<file path="src/rtl/servant_loader_pkg.sv">
// servant_loader_pkg: shared state encoding and byte-select helpers for the Wishbone loader
package servant_loader_pkg;
  typedef enum logic [2:0] {IDLE, COLLECT, WRITE, CHECK, DONE} state_t;
  function automatic logic [3:0] sel_mask(input logic [2:0] k);
    return 4'((5'd1 << k) - 5'd1);
  endfunction
  function automatic logic [31:0] lane_mask(input logic [3:0] sel);
    return {{8{sel[3]}}, {8{sel[2]}}, {8{sel[1]}}, {8{sel[0]}}};
  endfunction
endpackage

</file>
<file path="src/rtl/servant_loader_pack.sv">
// servant_loader_pack: little-endian byte-to-word packer; word/sel/cnt include a byte taken this cycle
module servant_loader_pack
  import servant_loader_pkg::*;
(
  input  logic        clk,
  input  logic        rst,
  input  logic        clr,
  input  logic        take,
  input  logic [7:0]  dat,
  output logic [31:0] word,
  output logic [3:0]  sel,
  output logic [2:0]  cnt
);
  logic [3:0][7:0] lanes;
  logic [3:0][7:0] raw;
  logic [1:0] idx;
  always_comb begin
    raw = lanes;
    if (take) raw[idx] = dat;
  end
  assign cnt = {1'b0, idx} + {2'b0, take};
  assign sel = sel_mask(cnt);
  assign word = raw & lane_mask(sel);
  always_ff @(posedge clk or posedge rst)
    if (rst) begin
      lanes <= '0;
      idx <= '0;
    end else if (clr) begin
      lanes <= '0;
      idx <= '0;
    end else if (take) begin
      lanes[idx] <= dat;
      idx <= idx + 2'd1;
    end
endmodule

</file>
<file path="src/rtl/servant_wb_loader.sv">
// servant_wb_loader: streams bytes into a Wishbone RAM as words, optionally reading each word back
module servant_wb_loader
  import servant_loader_pkg::*;
#(
  parameter int depth = 256,
  parameter int aw = $clog2(depth),
  parameter bit VERIFY = 1
) (
  input  logic          i_wb_clk,
  input  logic          i_wb_rst,
  input  logic          i_start,
  input  logic [7:0]    i_dat,
  input  logic          i_vld,
  output logic          o_rdy,
  input  logic          i_flush,
  output logic [aw-1:2] o_wb_adr,
  output logic [31:0]   o_wb_dat,
  output logic [3:0]    o_wb_sel,
  output logic          o_wb_we,
  output logic          o_wb_cyc,
  input  logic [31:0]   i_wb_rdt,
  input  logic          i_wb_ack,
  output logic          o_busy,
  output logic          o_done,
  output logic          o_err,
  output logic [aw-2:0] o_count
);
  localparam logic [aw-1:2] last_adr = (aw-2)'(depth/4 - 1);
  state_t state;
  logic fin;
  logic [3:0] msk;
  logic [31:0] pk_word;
  logic [3:0] pk_sel;
  logic [2:0] pk_cnt;
  logic take, clr, idle;
  assign idle = state == IDLE || state == DONE;
  assign take = i_vld & o_rdy;
  assign clr = (state == COLLECT && i_flush) || (idle && i_start);
  servant_loader_pack u_pack (
    .clk(i_wb_clk),
    .rst(i_wb_rst),
    .clr(clr),
    .take(take),
    .dat(i_dat),
    .word(pk_word),
    .sel(pk_sel),
    .cnt(pk_cnt)
  );
  always_ff @(posedge i_wb_clk or posedge i_wb_rst)
    if (i_wb_rst) begin
      state <= IDLE;
      o_wb_cyc <= 1'b0;
      o_wb_we <= 1'b0;
      o_wb_sel <= '0;
      o_wb_adr <= '0;
      o_wb_dat <= '0;
      o_rdy <= 1'b0;
      o_busy <= 1'b0;
      o_done <= 1'b0;
      o_err <= 1'b0;
      o_count <= '0;
      fin <= 1'b0;
      msk <= '0;
    end else begin
      case (state)
        IDLE, DONE:
          if (i_start) begin
            state <= COLLECT;
            o_wb_adr <= '0;
            o_count <= '0;
            o_err <= 1'b0;
            o_done <= 1'b0;
            o_busy <= 1'b1;
            o_rdy <= 1'b1;
          end
        COLLECT:
          if (pk_cnt[2] || (i_flush && pk_cnt != 3'd0)) begin
            state <= WRITE;
            o_rdy <= 1'b0;
            o_wb_cyc <= 1'b1;
            o_wb_we <= 1'b1;
            o_wb_dat <= pk_word;
            o_wb_sel <= pk_sel;
            msk <= pk_sel;
            fin <= i_flush || o_wb_adr == last_adr;
          end else if (i_flush) begin
            state <= DONE;
            o_rdy <= 1'b0;
            o_busy <= 1'b0;
            o_done <= 1'b1;
          end
        WRITE:
          if (i_wb_ack) begin
            o_wb_cyc <= 1'b0;
            o_wb_we <= 1'b0;
            o_count <= o_count + (aw-1)'(1);
            if (VERIFY) state <= CHECK;
            else begin
              state <= fin ? DONE : COLLECT;
              o_wb_adr <= fin ? o_wb_adr : o_wb_adr + (aw-2)'(1);
              o_rdy <= !fin;
              o_busy <= !fin;
              o_done <= fin;
            end
          end
        CHECK:
          // first CHECK cycle keeps cyc low so the read is a separate bus cycle
          if (!o_wb_cyc) begin
            o_wb_cyc <= 1'b1;
            o_wb_sel <= 4'hF;
          end else if (i_wb_ack) begin
            o_wb_cyc <= 1'b0;
            if (|((i_wb_rdt ^ o_wb_dat) & lane_mask(msk))) o_err <= 1'b1;
            state <= fin ? DONE : COLLECT;
            o_wb_adr <= fin ? o_wb_adr : o_wb_adr + (aw-2)'(1);
            o_rdy <= !fin;
            o_busy <= !fin;
            o_done <= fin;
          end
        default: state <= IDLE;
      endcase
    end
endmodule

</file>
<file path="config.mk">
export PLATFORM = sky130hd
export DESIGN_NAME = servant_wb_loader
export DESIGN_NICKNAME = d
export VERILOG_FILES = /design/src/rtl/servant_loader_pkg.sv /design/src/rtl/servant_loader_pack.sv /design/src/rtl/servant_wb_loader.sv
export SDC_FILE = /design/constraint.sdc
export NUM_CORES = 1
export LEC_CHECK = 0
export BUFFER_PORTS_ARGS = -buffer_cell sky130_fd_sc_hd__buf_2
export CORE_UTILIZATION = 55
export DETAILED_ROUTE_END_ITERATION = 8
export GPL_TIMING_DRIVEN = 0
export PLACE_DENSITY = 0.92
export RECOVER_POWER = 50
export SETUP_SLACK_MARGIN = 0.1
export SYNTH_ARGS = -nofsm -noshare
export SYNTH_HDL_FRONTEND = slang
export SYNTH_SLANG_ARGS = --single-unit
</file>
<file path="constraint.sdc">
create_clock -name i_wb_clk -period 6.1 [get_ports i_wb_clk]
set_clock_uncertainty 0.1 [all_clocks]
set_input_delay 1.22 -clock i_wb_clk [delete_from_list [all_inputs] [get_ports i_wb_clk]]
set_output_delay 1.22 -clock i_wb_clk [all_outputs]
set_load 0.02 [all_outputs]
</file>
==> impl_metrics.json <==
{
  "track_usage_pct": 27.0,
  "cts_resized": 0,
  "dieArea_um2": 8710,
  "violations": "capacitance limit, slew limit",
  "worstSetupPathType": "in2reg",
  "setup_viol": 0,
  "seqPwrFrac_pct": 40.4,
  "final.period_utilization_pct": 53.9,
  "cp-start-kind": "input port",
  "fin_nets": 608,
  "max_stage_delay_ns": 0.39,
  "clkPwrFrac_pct": 18.5,
  "h-tree-depth": 3,
  "yosys_warnings": 0,
  "grt_max_degree": 64,
  "wl_per_cell_um": 16.7,
  "cts_num_sinks": 97,
  "synth_seq_cells": 97,
  "grt_pass1_vias": 3606,
  "area_growth_pct": 18.1,
  "critPathArrivalTime_ns": 3.45,
  "ys_seq_area_share_pct": 52.9,
  "dr_total_vias": 3726,
  "fmax_mhz": 304,
  "ys_top_cells_by_area": "dfrtp_1 (53%), mux2i_1 (7.4%), xnor2_1 (6.9%), nor2_1 (4.7%), nand2_1 (4.2%)",
  "rsz0062_at_grt": "false",
  "postCtsSetupBuffers": 0,
  "tns_ns": 0,
  "hold_violations": 0,
  "vdd_drop_max_mv": 0.177,
  "internal_power_w": 0.00133,
  "hpwl_mm": 8.11,
  "ys.flop_type": "dfrtp_1",
  "p_leak_nw": 2.78,
  "synthArstFlopShare_pct": 100,
  "crit_end": "o_wb_dat[31]",
  "pin_count": 101,
  "yosysUniqueCellTypes": 42,
  "synth_top_area_share_pct": 52.9,
  "die_x_um": 93.3,
  "drive_gt1_share_pct": 21.5,
  "die_y_um": 93.3,
  "drv_cap": 1,
  "fin_area_um2": 5420,
  "min_period_ns": 3.29,
  "crit_path_max_fanout": 10,
  "cp.depth": 11,
  "slew-limit-headroom_pct": -3.17,
  "clock_path_buffers": 2,
  "start_util_pct": 58.1,
  "row_count": 32,
  "core_um2": 7890,
  "n_antenna_cell": 0,
  "grt_antenna_before_repair": 0,
  "r2r_slack_ns": 3.36,
  "overflow": 0,
  "power.total_w": 0.00232,
  "dpl_cell_area_um2": 5240,
  "endpoint_kind": "flop",
  "reg2regPathDepth": 10,
  "crit-reg2reg-launch": "o_rdy",
  "synth_fp_nets": 496,
  "clk_pin_slew_ns": 0.09,
  "ctsHoldBuffers": 0,
  "dr.pass1.iters": 5,
  "p_sw_w": 0.000986,
  "yosysTopAreaCell": "dfrtp_1",
  "crit_buf_inv": 3,
  "final_max_slew_viol_count": 35,
  "cts_root_buffer": "clkbuf_8",
  "gp_congestion": 0.871,
  "switching_share_pct": 42.5,
  "tightest_slew_ns": 1.54,
  "wl_mm": 11.0,
  "drc": 0,
  "status": "finished, violations left",
  "grt_pass1_wl_mm": 17.7,
  "synth_edf_count": 0,
  "avgViaCountPerCell": 5.65,
  "syn_area_um2": 4590,
  "cts_tree": "built",
  "crit_start": "i_vld",
  "min_path_type": "reg2reg",
  "clkLatencyLatePin_ns": 0.37,
  "pwr-share-comb_pct": 41.1,
  "worst_path_dominant_cell_family": "simple AND/OR/NAND/NOR gates",
  "io_buffers": 100,
  "crit-reg2reg-capture": "o_wb_dat[31]",
  "required_ns": 6.26,
  "avgSynthCellArea_um2": 10.4,
  "synthCells": 441,
  "critPathSlowestCell": "clkbuf_1",
  "numCtsBuffers": 9,
  "detail_route.iter0.violations": 286,
  "crit_path_cell_trace": "buf_2 -> and2_1 -> buf_2 -> ha_1 -> ha_1 -> o21ai_1 -> nand2b_1 -> nand2_1 -> clkbuf_1 -> nor2_1 -> a22o_1",
  "route.antenna.remaining_nets": 0,
  "powerDensity_nw_per_um2": 428
}
metal layers:
metal / share of wire [%] / wire length [µm] / GRT usage (%) / vias to the layer above
li1: - / - / - / 1734
met1: 40 / 4460 / 34.0 / 1810
met2: 51 / 5590 / 45.3 / 155
met3: 6.5 / 721 / 5.12 / 27
met4: 2.5 / 280 / 12.2 / 0
met5: 0 / 0 / 0 / -
layout by cell type (no fill, tap or decap), drive strengths merged, types with 4 or more instances in the layout:
master / instances
buf: 100
dfrtp: 97
nor2: 58
nand2: 52
o21ai: 39
xnor2: 36
mux2i: 34
clkbuf: 29
a21oi: 11
nand4: 10
ha: 9
a22o: 8
o31ai: 8
inv: 8
xor2: 6
nand3: 6
nand2b: 5
nor3: 5
nor3b: 4
power groups by stage:
stage	Sequential (W)	Clock [W]	Combinational (W)
CTS	0.000934	0.000429	0.000962
detailed placement	0.000945	0	0.000950
global route	0.000957	0.000450	0.00105
floorplan	0.00102	0	0.000570
global placement	0.000936	0	0.000901
finish	0.000936	0.000429	0.000954
stage by stage:
stage / hold WS, ns / worst slack (ns) / util [%] / instances
2_1_floorplan: 0.327 / 2.25 / - / 441
3_3_place_gp: 0.355 / 1.30 / 66.1 / 643
3_5_place_dp: 0.357 / 2.46 / 66.5 / 644
4_1_cts: 0.378 / 2.85 / 69.1 / 660
5_1_grt: 0.400 / 2.66 / 68.7 / 660
6_report: 0.376 / 2.81 / 68.7 / 660
cell type report:
type	instances	area, µm²
buffer	18	90.1
clock buffer	10	128
clock inverter	6	75.1
fill	548	2470
inverter	7	27.5
multi-input combinational	319	2030
sequential	97	2430
tap	102	128
timing repair buffer	101	515
cell usage after synthesis (all sizes together) (5+ instances only):
master	number
inv	7
nor2	58
a21oi	11
nand3	6
nor3	5
xor2	6
mux2i	34
xnor2	36
o31ai	8
nand2	52
clkbuf	7
nand4	10
a22o	8
buf	11
o21ai	39
nand2b	5
ha	9
dfrtp	97
sequential cells by signal (all words and copies together) (netlist names):
name / cells
o_count: 7
o_busy: 1
o_wb_adr: 6
o_wb_dat: 32
o_wb_cyc: 1
fin: 1
o_err: 1
u_pack.idx: 2
u_pack.lanes: 32
state: 3
o_wb_sel: 4
o_wb_we: 1
msk: 4
o_rdy: 1
o_done: 1
cells by family (layout without fill, tap and decap cells):
kind of cell | after synthesis | after routing | share of synthesized area [%]
and+or+nand+nor | 154 | 154 | 15.7
muxes | 35 | 35 | 7.67
buffers and inverters | 25 | 142 | 2.59
AOI/OAI and AO/OA | 79 | 79 | 10.7
DFF | 97 | 97 | 52.9
adders and majority gates | 9 | 9 | 2.46
xor gates and xnor gates | 42 | 42 | 8.02
worst min path at each step:
stage               slack [ns]  depth (start not counted)   startpoint           to
global route              0.40                          1  o_wb_sel[0]  o_wb_sel[0]
finish                    0.38                          1  o_wb_sel[0]  o_wb_sel[0]
CTS                       0.38                          1  o_wb_sel[0]  o_wb_sel[0]
floorplan                 0.33                          1       msk[0]       msk[0]
global placement          0.36                          1  o_wb_sel[0]  o_wb_sel[0]
detailed placement        0.36                          1  o_wb_sel[0]  o_wb_sel[0]
(Power assumes the default switching activity.)
